<file path="config.mk">
export PLATFORM = sky130hd
export DESIGN_NAME = fp_mant_norm_round_flat
export DESIGN_NICKNAME = d
export VERILOG_FILES = /design/src/rtl/fp_mant_norm_round_pkg.sv /design/src/rtl/fp_mant_norm_round_if.sv /design/src/rtl/fp_mant_norm_round_lzc24.sv /design/src/rtl/fp_mant_norm_round.sv /design/src/flat_wrapper.sv
export SDC_FILE = /design/constraint.sdc
export NUM_CORES = 1
export LEC_CHECK = 0
export BUFFER_PORTS_ARGS = -buffer_cell sky130_fd_sc_hd__buf_2
export CORE_MARGIN = 5
export CORE_UTILIZATION = 50
export CTS_BUF_LIST = sky130_fd_sc_hd__clkbuf_4 sky130_fd_sc_hd__clkbuf_8 sky130_fd_sc_hd__clkbuf_16
export DETAILED_ROUTE_END_ITERATION = 8
export HOLD_SLACK_MARGIN = 0.02
export PLACE_DENSITY = 0.69
export RECOVER_POWER = 100
export SYNTH_ARGS = -nofsm -noshare
export SYNTH_HDL_FRONTEND = slang
export SYNTH_SLANG_ARGS = --single-unit
export TNS_END_PERCENT = 50
</file>
<file path="constraint.sdc">
create_clock -name clk -period 4.3 [get_ports clk]
set_clock_uncertainty 0.15 [all_clocks]
set_input_delay 0.86 -clock clk [delete_from_list [all_inputs] [get_ports clk]]
set_output_delay 0.86 -clock clk [all_outputs]
set_load 0.01 [all_outputs]
</file>
<file path="src/rtl/fp_mant_norm_round_pkg.sv">
// fp_pkg: shared widths, result packing and flag positions for the FP post-adder stage.
package fp_pkg;
    localparam int MANT_W  = 24;
    localparam int EXP_W   = 8;
    localparam int EXP_MAX = 255;
    localparam int BIAS    = 127;
    localparam int FLAG_OV = 2;
    localparam int FLAG_UF = 1;
    localparam int FLAG_NX = 0;
    typedef logic [2:0] grs_t;
    typedef struct packed {
        logic             sign;
        logic [EXP_W-1:0] exp;
        logic [MANT_W-2:0] frac;
    } fp32_t;
endpackage

</file>
<file path="src/rtl/fp_mant_norm_round_if.sv">
// fp_mant_norm_round_if: input and output valid/ready channels of the normalise/round stage.
interface fp_mant_norm_round_if;
    import fp_pkg::*;
    logic              in_valid;
    logic              in_ready;
    logic [MANT_W:0]   in_sum;
    logic [EXP_W-1:0]  in_exp;
    logic              in_sign;
    grs_t              in_grs;
    logic              out_valid;
    logic              out_ready;
    logic [31:0]       out_result;
    logic [2:0]        out_flags;
    modport master (
        output in_valid, in_sum, in_exp, in_sign, in_grs, out_ready,
        input  in_ready, out_valid, out_result, out_flags
    );
    modport slave (
        input  in_valid, in_sum, in_exp, in_sign, in_grs, out_ready,
        output in_ready, out_valid, out_result, out_flags
    );
endinterface

</file>
<file path="src/rtl/fp_mant_norm_round_lzc24.sv">
// lzc24: combinational leading-zero count of a 24-bit value, 24 when all zero.
module lzc24 (
    input  logic [23:0] i_val,
    output logic [4:0]  o_lz
);
    always_comb begin
        o_lz = 5'd24;
        for (int i = 0; i < 24; i++) o_lz = i_val[i] ? 5'(23 - i) : o_lz;
    end
endmodule

</file>
<file path="src/rtl/fp_mant_norm_round.sv">
// fp_mant_norm_round: normalise, round-to-nearest-even and pack the FP add/sub mantissa sum.
// Pipeline: S1 capture + LZC, S2 normalise, S3 round + pack into the output register.
module fp_mant_norm_round
    import fp_pkg::*;
(
    input logic                 clk,
    input logic                 rst_n,
    fp_mant_norm_round_if.slave bus
);
    logic                    w_s1_adv, w_s2_adv, w_s3_adv;
    logic [4:0]              w_lz;
    logic                    r_s1_v, r_s1_sign, r_s1_zero;
    logic [MANT_W:0]         r_s1_sum;
    logic [EXP_W-1:0]        r_s1_exp;
    grs_t                    r_s1_grs;
    logic [4:0]              r_s1_lz;
    logic                    r_s2_v, r_s2_hid, r_s2_g, r_s2_r, r_s2_s, r_s2_sign, r_s2_zero;
    logic [MANT_W-2:0]       r_s2_frac;
    logic signed [9:0]       r_s2_exp;
    logic                    r_s3_v;
    fp32_t                   r_res;
    logic [2:0]              r_flags;
    logic [4:0]              w_sh;
    logic [MANT_W+1:0]       w_left;
    logic                    w_carry;
    logic signed [9:0]       w_n_exp;
    logic                    w_up, w_rc, w_ov, w_uf, w_nx;
    logic [MANT_W-2:0]       w_frac;
    logic signed [9:0]       w_exp;
    fp32_t                   w_res;
    logic [2:0]              w_flags;

    assign w_s3_adv       = !r_s3_v || bus.out_ready;
    assign w_s2_adv       = !r_s2_v || w_s3_adv;
    assign w_s1_adv       = !r_s1_v || w_s2_adv;
    assign bus.in_ready   = w_s1_adv;
    assign bus.out_valid  = r_s3_v;
    assign bus.out_result = r_res;
    assign bus.out_flags  = r_flags;
    assign w_carry        = r_s1_sum[MANT_W];

    lzc24 u_lzc (.i_val(bus.in_sum[MANT_W-1:0]), .o_lz(w_lz));

    // With sum[23:0]==0 the leading one lives in g/r, so extend the shift past 24.
    always_comb begin
        w_sh    = (r_s1_lz == 5'd24) ? (r_s1_grs[2] ? 5'd24 : r_s1_grs[1] ? 5'd25 : 5'd26) : r_s1_lz;
        w_left  = {r_s1_sum[MANT_W-1:0], r_s1_grs[2:1]} << w_sh;
        w_n_exp = w_carry ? $signed({2'b00, r_s1_exp}) + 10'sd1
                          : $signed({2'b00, r_s1_exp}) - $signed({5'b00000, w_sh});
    end

    // A missing hidden bit means only sticky survived: too small to represent, so underflow.
    always_comb begin
        w_up          = r_s2_g & (r_s2_r | r_s2_s | r_s2_frac[0]);
        {w_rc, w_frac} = {1'b0, r_s2_frac} + 24'(w_up);
        w_exp         = r_s2_exp + $signed({9'b0, w_rc});
        w_nx          = r_s2_g | r_s2_r | r_s2_s;
        w_ov          = w_exp >= $signed(10'(EXP_MAX));
        w_uf          = (w_exp <= 10'sd0) || !r_s2_hid;
        w_res.sign    = r_s2_sign & !r_s2_zero;
        w_res.exp     = (r_s2_zero || w_uf) ? '0 : w_ov ? 8'(EXP_MAX) : w_exp[EXP_W-1:0];
        w_res.frac    = (r_s2_zero || w_uf || w_ov) ? '0 : w_frac;
        w_flags          = '0;
        w_flags[FLAG_OV] = !r_s2_zero & w_ov;
        w_flags[FLAG_UF] = !r_s2_zero & w_uf & !w_ov;
        w_flags[FLAG_NX] = !r_s2_zero & (w_nx | w_ov);
    end

    always_ff @(posedge clk or negedge rst_n) begin
        if (!rst_n) begin
            r_s1_v    <= 1'b0;
            r_s1_sum  <= '0;
            r_s1_exp  <= '0;
            r_s1_sign <= 1'b0;
            r_s1_grs  <= '0;
            r_s1_lz   <= '0;
            r_s1_zero <= 1'b0;
            r_s2_v    <= 1'b0;
            r_s2_hid  <= 1'b0;
            r_s2_frac <= '0;
            r_s2_g    <= 1'b0;
            r_s2_r    <= 1'b0;
            r_s2_s    <= 1'b0;
            r_s2_exp  <= '0;
            r_s2_sign <= 1'b0;
            r_s2_zero <= 1'b0;
            r_s3_v    <= 1'b0;
            r_res     <= '0;
            r_flags   <= '0;
        end else begin
            if (w_s1_adv) begin
                r_s1_v <= bus.in_valid;
                if (bus.in_valid) begin
                    r_s1_sum  <= bus.in_sum;
                    r_s1_exp  <= bus.in_exp;
                    r_s1_sign <= bus.in_sign;
                    r_s1_grs  <= bus.in_grs;
                    r_s1_lz   <= w_lz;
                    r_s1_zero <= (bus.in_sum == '0) && (bus.in_grs == '0);
                end
            end
            if (w_s2_adv) begin
                r_s2_v <= r_s1_v;
                if (r_s1_v) begin
                    r_s2_hid  <= w_carry | w_left[MANT_W+1];
                    r_s2_frac <= w_carry ? r_s1_sum[MANT_W-1:1] : w_left[MANT_W:2];
                    r_s2_g    <= w_carry ? r_s1_sum[0] : w_left[1];
                    r_s2_r    <= w_carry ? r_s1_grs[2] : w_left[0];
                    r_s2_s    <= w_carry ? |r_s1_grs[1:0] : r_s1_grs[0];
                    r_s2_exp  <= w_n_exp;
                    r_s2_sign <= r_s1_sign;
                    r_s2_zero <= r_s1_zero;
                end
            end
            if (w_s3_adv) begin
                r_s3_v <= r_s2_v;
                if (r_s2_v) begin
                    r_res   <= w_res;
                    r_flags <= w_flags;
                end
            end
        end
    end
endmodule
</file>
<file path="src/flat_wrapper.sv">
// flat-port wrapper written by rule: the top's interface ports become plain ports
module fp_mant_norm_round_flat import fp_pkg::*;
  (clk, rst_n, bus_in_valid, bus_in_sum, bus_in_exp, bus_in_sign, bus_in_grs, bus_out_ready, bus_in_ready, bus_out_valid, bus_out_result, bus_out_flags);
  fp_mant_norm_round_if bus_i ();
  input logic clk;
  input logic rst_n;
  input wire logic [$bits(bus_i.in_valid)-1:0] bus_in_valid;
  input wire logic [$bits(bus_i.in_sum)-1:0] bus_in_sum;
  input wire logic [$bits(bus_i.in_exp)-1:0] bus_in_exp;
  input wire logic [$bits(bus_i.in_sign)-1:0] bus_in_sign;
  input wire logic [$bits(bus_i.in_grs)-1:0] bus_in_grs;
  input wire logic [$bits(bus_i.out_ready)-1:0] bus_out_ready;
  output wire logic [$bits(bus_i.in_ready)-1:0] bus_in_ready;
  output wire logic [$bits(bus_i.out_valid)-1:0] bus_out_valid;
  output wire logic [$bits(bus_i.out_result)-1:0] bus_out_result;
  output wire logic [$bits(bus_i.out_flags)-1:0] bus_out_flags;
  assign bus_i.in_valid = bus_in_valid;
  assign bus_i.in_sum = bus_in_sum;
  assign bus_i.in_exp = bus_in_exp;
  assign bus_i.in_sign = bus_in_sign;
  assign bus_i.in_grs = bus_in_grs;
  assign bus_i.out_ready = bus_out_ready;
  assign bus_in_ready = bus_i.in_ready;
  assign bus_out_valid = bus_i.out_valid;
  assign bus_out_result = bus_i.out_result;
  assign bus_out_flags = bus_i.out_flags;
  fp_mant_norm_round u_core (.clk(clk), .rst_n(rst_n), .bus(bus_i));
endmodule
</file>
==> results of run 1 <==
==> per-layer routing <==
metal	vias up	global-route usage	wire length, um
met3	59	0.0532	1670
li1	3394	-	-
met2	348	0.344	8730
met5	-	0	0
met1	3152	0.337	9550
met4	0	0.0906	621
==> state kept, by name, summed over array words and instances, names as in the netlist, 3 cells and up <==
register               count
u_core.bus.out_result     32
u_core.r_s1_grs            3
u_core.r_s1_exp            8
u_core.r_s2_frac          23
u_core.r_s1_sum           25
u_core.r_s2_exp           10
u_core.r_s1_lz             5
u_core.bus.out_flags       3
==> area by class of cell <==
| class | instances | share of cell area |
|---|---|---|
| Multi-Input combinational cell | 720 | 0.488 |
| Sequential cell | 120 | 0.353 |
| Clock inverter | 8 | 0.0143 |
| Clock buffer | 21 | 0.0565 |
| Inverter | 21 | 0.00987 |
| Tap cell | 188 | 0.0277 |
| Timing Repair Buffer | 93 | 0.0499 |
==> cell families (layout without fill, tap and decap cells) <==
family          after synthesis  in the layout  synth area share
compound gates              235            235             0.211
xor+xnor                     35             35            0.0406
fa+ha+maj                    10             10            0.0175
buf+inv                      84            143            0.0498
flops                       120            120             0.397
mux                          25             25            0.0358
simple gates                415            415             0.248
==> placed cells by master (no fill, tap or decap), drive strengths merged, types with 8 or more instances in the layout <==
master | synthesis | routed
ha | 9 | 9
nor3 | 28 | 28
nand2 | 211 | 211
nand3 | 23 | 23
nand2b | 16 | 16
nor2 | 64 | 64
o21ai | 83 | 83
xnor2 | 21 | 21
nor4 | 15 | 15
clkbuf | 45 | 70
xor2 | 14 | 14
and3 | 14 | 14
a21oi | 41 | 41
o22a | 11 | 11
mux2i | 18 | 18
o22ai | 8 | 8
nor2b | 10 | 10
buf | 18 | 44
o211ai | 9 | 9
dfrtp | 120 | 120
inv | 21 | 21
a221oi | 14 | 14
==> stage by stage <==
stage                util  std cells
floorplan               -        924
global placement    0.533       1142
detailed placement  0.533       1142
CTS                 0.573       1171
global route        0.565       1171
finish              0.565       1171
==> critical path, cell delays in order (launching register included) <==
cell and delay (ns):
dfrtp_1 0.44, nand4_1 0.19, nor3_1 0.36, nand4_1 0.29, nor2_1 0.26, and3_1 0.20, ha_1 0.21, ha_1 0.31
nand3_1 0.12, xor2_1 0.17, nor4b_1 0.30, o311a_1 0.22, nand2b_1 0.12, clkbuf_4 0.25, o21ai_0 0.13
==> worst min path at each step <==
stage	from	slack [ns]	end	cells after the start
3_5_place_dp	u_core.bus.out_result[26]	0.30	u_core.bus.out_result[26]	2
6_report	u_core.bus.out_result[26]	0.31	u_core.bus.out_result[26]	2
2_1_floorplan	u_core.r_s1_sign	0.29	u_core.r_s2_sign	2
4_1_cts	u_core.bus.out_result[26]	0.31	u_core.bus.out_result[26]	2
5_1_grt	u_core.bus.out_result[15]	0.35	u_core.bus.out_result[15]	2
3_3_place_gp	u_core.bus.out_result[23]	0.30	u_core.bus.out_result[23]	2
==> power by group through the flow <==
stage | sequential [mW] | clock (mW) | combinational, mW
after floorplan | 1.69 | 0 | 0.843
after global placement | 1.71 | 0 | 1.26
after detailed placement | 1.72 | 0 | 1.28
after CTS | 1.71 | 1.48 | 1.28
after global routing | 1.76 | 1.53 | 1.38
final | 1.71 | 1.46 | 1.24
==> results.json, run 1 <==
{
  "status": "complete, but fails checks",
  "failed_checks": "max-capacitance violations, max-slew violations",
  "gr-usage-all-layers": 0.234,
  "antenna_found_initial": 0,
  "io_buffers": 77,
  "die_area_um2": 17700,
  "design_area_um2": 8500,
  "syn_avg_cell_area_um2": 8.18,
  "dpl.hpwl_mm": 14.9,
  "rrSetupSlack_ns": 0.44,
  "viasPerCell": 5.94,
  "fin_crit_sh": 0.897,
  "finalSetupViolations": 0,
  "slew_headroom": -0.295,
  "grt_first_pass_wirelength_mm": 33.7,
  "detailedRoute.firstIterationViolations": 668,
  "initial_core_util": 0.503,
  "hold_path_class": "reg -> reg",
  "clkSinkCount": 120,
  "insertion_delay_ns": 0.42,
  "critPathLaunchType": "flip-flop",
  "grt_max_degree": 80,
  "numCtsBuffers": 17,
  "syn_area_um2": 7560,
  "cts_tree": "yes",
  "pre_cts_ws_ns": 0.470,
  "post_cts_buffers": 0,
  "power.share.sequential": 0.388,
  "rows": 45,
  "ys.flop_type": "dfrtp_1",
  "rsz0062_at_grt": "false",
  "critical_path.endpoint": "u_core.bus.out_result[6]",
  "period_minus_slack_ns": 3.86,
  "power.share.combinational": 0.281,
  "synthTopCellsByCount": "211 x nand2_1, 120 x dfrtp_1, 74 x o21ai_0",
  "synth.top_cell.area_share": 0.397,
  "n_antenna_cell": 0,
  "dr.pass1.iters": 5,
  "fill_cells": 1477,
  "synth_area_leaders": "dfrtp_1 40%, nand2_1 10%, o21ai_0 4.9%",
  "r2r_start": "u_core.r_s2_g",
  "totalNegativeSetupSlack_ns": 0,
  "synth_most_common_cell": "nand2_1",
  "coreArea_um2": 15000,
  "power_leakage_nw": 3.72,
  "setup_slack_ns": 0.443,
  "root_buffer": "clkbuf_16",
  "r2r_end": "u_core.bus.out_result[6]",
  "vias": 6953,
  "path_clk_slew_ns": 0.05,
  "slew_violations": 162,
  "overflow": 0,
  "syn_nets": 975,
  "critPathRequiredTime_ns": 4.44,
  "max_freq_mhz": 259,
  "p_total_mw": 4.41,
  "power_density_nw_per_um2": 519,
  "pwr-share-clk": 0.331,
  "ys_seq_elements": 120,
  "grt_pass1_vias": 6511,
  "io_pins": 78,
  "die_y_um": 133,
  "cp_max_fo": 23,
  "startpoint": "u_core.r_s2_g",
  "synth-edff-count": 0,
  "r2r_cells": 14,
  "multi_input_area_um2": 4150,
  "synth_warnings": 0,
  "yosys.area.top_type": "dfrtp_1",
  "yosys.cell_types.count": 73,
  "fin_nets": 1024,
  "gp_congestion": 0.939,
  "drt_wl_total_mm": 20.6,
  "htreeDepth": 4,
  "switchingPower_mw": 1.55,
  "seq_area_frac_synth": 0.397,
  "drive_gt1_frac": 0.0926,
  "maxCapViolCount": 3,
  "async_flop_share": 1.00,
  "die_x_um": 133,
  "cts.path.max_buffers": 2,
  "arrival_ns": 4.00,
  "syn_inst": 924,
  "worst-setup-path-type": "reg -> reg",
  "hold_viol": 0,
  "timing.hold.ws_ns": 0.309,
  "hold_buffers": 0,
  "setup.worst_path.end_class": "flip-flop",
  "ant_nets": 0,
  "ctsResizeCount": 0,
  "routedWlPerCell_um": 17.6,
  "worst_ir_drop_vdd_uv": 315,
  "dpl_cell_area_um2": 8010,
  "internal_power_mw": 2.87,
  "syn2layout_area_growth_pct": 12.4,
  "swShare": 0.351,
  "tightest_slew_ns": 1.94,
  "regArea_um2": 3000,
  "drc": 0
}
No activity file was read; power rests on OpenSTA's default activity.
==> run 2, diff against run 1 <==
Clock period 4.3 ns to 4.8 ns, I/O delays scaled along.
==> results.json, run 2 (same netlist as run 1, synthesis figures left out) <==
{
  "status": "complete, but fails checks",
  "failed_checks": "max-capacitance violations, max-slew violations",
  "busiest_layer": "met2",
  "fin_crit_sh": 0.912,
  "tightest_slew_ns": 2.48,
  "syn2layout_area_growth_pct": 11.3,
  "hold_path_class": "reg -> reg",
  "fill_cells": 1478,
  "setup.worst_path.end_class": "flip-flop",
  "die_area_um2": 17700,
  "n_antenna_cell": 0,
  "ctsResizeCount": 0,
  "detailedRoute.firstIterationViolations": 736,
  "maxCapViolCount": 3,
  "grt_pass1_vias": 6435,
  "grt_max_degree": 46,
  "drive_gt1_frac": 0.0937,
  "cts.path.max_buffers": 2,
  "cp_max_fo": 15,
  "gp_congestion": 0.961,
  "rsz0062_at_grt": "false",
  "path_clk_slew_ns": 0.05,
  "grtUsageMet3": 0.0449,
  "power_density_nw_per_um2": 452,
  "mostFrequentLayoutCell": "nand2_1",
  "gr-usage-all-layers": 0.235,
  "post_cts_buffers": 0,
  "use_met2": 0.354,
  "dp_cells": 1139,
  "largest_register_ffs": 32,
  "routedWlPerCell_um": 17.8,
  "finalSetupViolations": 0,
  "grt_first_pass_wirelength_mm": 33.7,
  "critPathRequiredTime_ns": 4.91,
  "hold_viol": 0,
  "arrival_ns": 4.48,
  "clkSinkCount": 120,
  "totalNegativeSetupSlack_ns": 0,
  "slew_headroom": -0.656,
  "worst_ir_drop_vdd_uv": 263,
  "coreArea_um2": 15000,
  "final_util": 0.560,
  "max_freq_mhz": 229,
  "slew_violations": 128,
  "worst-setup-path-type": "reg -> reg",
  "drc": 0,
  "initial_core_util": 0.503,
  "hold_buffers": 0,
  "cts_tree": "yes",
  "die_x_um": 133,
  "io_pins": 78,
  "antenna_found_initial": 0,
  "viasPerCell": 5.93,
  "fin_nets": 1021,
  "pre_cts_ws_ns": 0.628,
  "finalNonFillerCells": 1170,
  "htreeDepth": 4,
  "ant_nets": 0,
  "rows": 45,
  "numCtsBuffers": 17,
  "io_buffers": 77,
  "drt_wl_total_mm": 20.8,
  "timing.hold.ws_ns": 0.320,
  "dr.pass1.iters": 5,
  "insertion_delay_ns": 0.42,
  "setup_slack_ns": 0.424,
  "dpl.hpwl_mm": 15.0,
  "period_minus_slack_ns": 4.38,
  "power_leakage_nw": 3.68,
  "root_buffer": "clkbuf_16",
  "grtUsageMet1": 0.335,
  "vias": 6937,
  "die_y_um": 133,
  "critPathLaunchType": "flip-flop",
  "overflow": 0,
  "mostFrequentLayoutCells": "211 x nand2_1, 120 x dfrtp_1, 81 x o21ai_0"
}
run 2: cell types whose count changed in the layout (fill, tap and decap cells not counted), sizes merged:
cell | before | now
inv | 21 | 20
clkinv | 4 | 5
bufinv | 3 | 0
clkinvlp | 1 | 4
clkbuf | 70 | 68
buf | 44 | 45
run 2: layout make-up:
type	count	area (um^2)	share of cell area
Clock buffer	23	495	0.0589
Timing Repair Buffer	90	412	0.0489
Multi-Input combinational cell	720	4140	0.492
Sequential cell	120	3000	0.357
Clock inverter	8	47.5	0.00565
Inverter	21	82.6	0.00981
Tap cell	188	235	0.0280
run 2: through the flow:
step	area [um^2]	total power, mW
after floorplan	7560	2.27
after global placement	7990	2.67
after detailed placement	7990	2.69
after CTS	8530	3.85
after global routing	8410	4.04
final	8410	3.80
run 2: worst paths after layout:
check	start	to	slack (ns)	depth (start not counted)
max	u_core.r_s1_grs[2]	u_core.r_s2_exp[8]	0.42	12
min	u_core.bus.out_result[26]	u_core.bus.out_result[26]	0.32	2
max reg2reg	u_core.r_s1_grs[2]	u_core.r_s2_exp[8]	0.42	12
min reg2reg	u_core.bus.out_result[26]	u_core.bus.out_result[26]	0.32	2
max in group asynchronous	rst_n	u_core.r_s1_sum[4]	1.25	2
min in group asynchronous	rst_n	u_core.bus.out_result[29]	1.16	1
run 2: power breakdown:
part	internal [mW]	switching, mW
clock network	0.716	0.443
registers	1.27	0.273
logic	0.439	0.664
total	2.42	1.38
run 2: metal layers:
layer / up-vias / share of wire
li1: 3377 / -
met1: 3238 / 0.47
met2: 274 / 0.43
met3: 48 / 0.069
met4: 0 / 0.027
met5: - / 0
run 2: critical path: stages (launching register included):
cell and delay, ns:
dfrtp_1 0.58, and4bb_1 0.31, a21oi_1 0.62, clkinvlp_2 0.86, ha_1 0.49, fa_1 0.42, nor2b_1 0.12, o21ai_0 0.08
nand2b_1 0.11, a2111o_1 0.17, nor3_1 0.06, a31oi_1 0.15, o21ai_0 0.08
==> run 3, diff against run 2 <==
Clock period 4.8 ns to 4.2 ns, I/O delays scaled along.
==> results.json, run 3 (same netlist as run 1, synthesis figures left out) <==
{
  "root_buffer": "clkbuf_16",
  "grt_max_degree": 62,
  "cts_tree": "yes",
  "maxCapViolCount": 3,
  "insertion_delay_ns": 0.42,
  "finalSetupViolations": 0,
  "hold_buffers": 0,
  "tightest_slew_ns": 3.07,
  "design_area_um2": 8500,
  "hold_path_class": "reg -> reg",
  "worst-setup-path-type": "reg -> reg",
  "routedWlPerCell_um": 17.6,
  "die_area_um2": 17700,
  "detailedRoute.firstIterationViolations": 645,
  "critical_path.endpoint": "u_core.r_s2_exp[8]",
  "gr-usage-all-layers": 0.236,
  "numCtsBuffers": 17,
  "highest_layer": "met4",
  "pre_cts_ws_ns": 0.376,
  "whs_path_depth": 2,
  "clkSinkCount": 120,
  "power_density_nw_per_um2": 524,
  "drive_gt1_frac": 0.0966,
  "rows": 45,
  "failed_checks": "max-capacitance violations, max-slew violations",
  "ant_nets": 0,
  "vias": 6933,
  "gp_congestion": 0.944,
  "fill_cells": 1443,
  "critPathRequiredTime_ns": 4.33,
  "dpl.hpwl_mm": 14.9,
  "setup_slack_ns": 0.325,
  "io_pins": 78,
  "n_antenna_cell": 0,
  "viasPerCell": 5.92,
  "die_y_um": 133,
  "max_freq_mhz": 258,
  "grt_pass1_vias": 6561,
  "arrival_ns": 4.00,
  "syn2layout_area_growth_pct": 12.5,
  "mostFrequentLayoutCells": "211 x nand2_1, 120 x dfrtp_1, 80 x o21ai_0",
  "hold_viol": 0,
  "mostFrequentLayoutCell": "nand2_1",
  "fin_crit_sh": 0.923,
  "drt_wl_total_mm": 20.6,
  "initial_core_util": 0.503,
  "met2_length_mm": 8.91,
  "largest_register_ffs": 32,
  "dpl_cell_area_um2": 8020,
  "power_leakage_nw": 3.72,
  "path_clk_slew_ns": 0.05,
  "r2r_end": "u_core.r_s2_exp[8]",
  "dr.pass1.iters": 5,
  "wl_met3_mm": 1.55,
  "r2r_start": "u_core.r_s1_lz[4]",
  "setup.worst_path.end_class": "flip-flop",
  "overflow": 0,
  "cts.path.max_buffers": 2,
  "die_x_um": 133,
  "critPathLaunchType": "flip-flop",
  "slew_violations": 142,
  "totalNegativeSetupSlack_ns": 0,
  "status": "complete, but fails checks",
  "timing.hold.ws_ns": 0.319,
  "slew_headroom": -1.05,
  "htreeDepth": 4,
  "rrSetupSlack_ns": 0.33,
  "coreArea_um2": 15000,
  "worst_ir_drop_vdd_uv": 293,
  "wl_met1_mm": 9.55,
  "period_minus_slack_ns": 3.87,
  "io_buffers": 77,
  "cp_max_fo": 23,
  "antenna_found_initial": 0,
  "fin_nets": 1024,
  "r2r_cells": 13,
  "final_util": 0.566,
  "drc": 0,
  "grt_first_pass_wirelength_mm": 33.7,
  "startpoint": "u_core.r_s1_lz[4]",
  "rsz0062_at_grt": "false"
}
==> run 3: cell types whose count changed in the layout (fill, tap and decap cells not counted), sizes merged <==
cell      change
buf           +4
clkinvlp      -3
bufinv        +2
clkbuf        -2
clkinv        -1
inv           +1
==> run 3: metrics by stage <==
| step | std cells | power (mW) |
|---|---|---|
| after floorplan | 924 | 2.60 |
| after global placement | 1142 | 3.05 |
| after detailed placement | 1142 | 3.07 |
| after CTS | 1171 | 4.51 |
| after global routing | 1171 | 4.73 |
| final | 1171 | 4.45 |
==> run 3: metal layers <==
layer  up-vias  track usage
met1      3168        0.331
met4         0       0.0993
met2       319        0.350
li1       3398            -
met5         -            0
met3        48       0.0563
==> run 3: power breakdown <==
part	internal [mW]	switching, mW	leakage [nW]	total (mW)
sequential	1.45	0.308	1.49	1.76
clock	0.930	0.494	0.287	1.42
combinational	0.510	0.764	1.94	1.27
total	2.89	1.57	3.72	4.45
==> run 3: what timing repair did <==
item / in CTS / in global routing
endpoints found under the setup margin: 0 / 23
gates resized for setup: 0 / 1
buffers inserted: 0 / 0
==> run 3: worst min-delay path by stage <==
stage,from,endpoint
final,u_core.bus.out_result[30],u_core.bus.out_result[30]
after CTS,u_core.bus.out_result[26],u_core.bus.out_result[26]
after global routing,u_core.bus.out_result[23],u_core.bus.out_result[23]
after global placement,u_core.bus.out_result[23],u_core.bus.out_result[23]
after detailed placement,u_core.bus.out_result[26],u_core.bus.out_result[26]
after floorplan,u_core.r_s1_sign,u_core.r_s2_sign
==> run 3: worst max-delay path: stages (launching register included) <==
cell      delay (ns)
dfrtp_1         0.37
clkbuf_1        0.25
and4bb_1        0.30
buf_4           0.23
a21oi_1         0.86
inv_4           0.20
fa_1            0.51
nor2b_1         0.12
o21ai_0         0.09
nand2b_1        0.12
a2111o_1        0.16
nor3_1          0.06
a31oi_1         0.21
o21ai_0         0.10
==> run 3: final cells by class <==
type,count,area [um^2],share of cell area
timing repair buffer,93,448,0.0527
clock buffer,22,488,0.0574
inverter,21,83.8,0.00986
sequential,120,3000,0.353
tap,188,235,0.0277
multi-input combinational,720,4150,0.488
clock inverter,7,95.1,0.0112
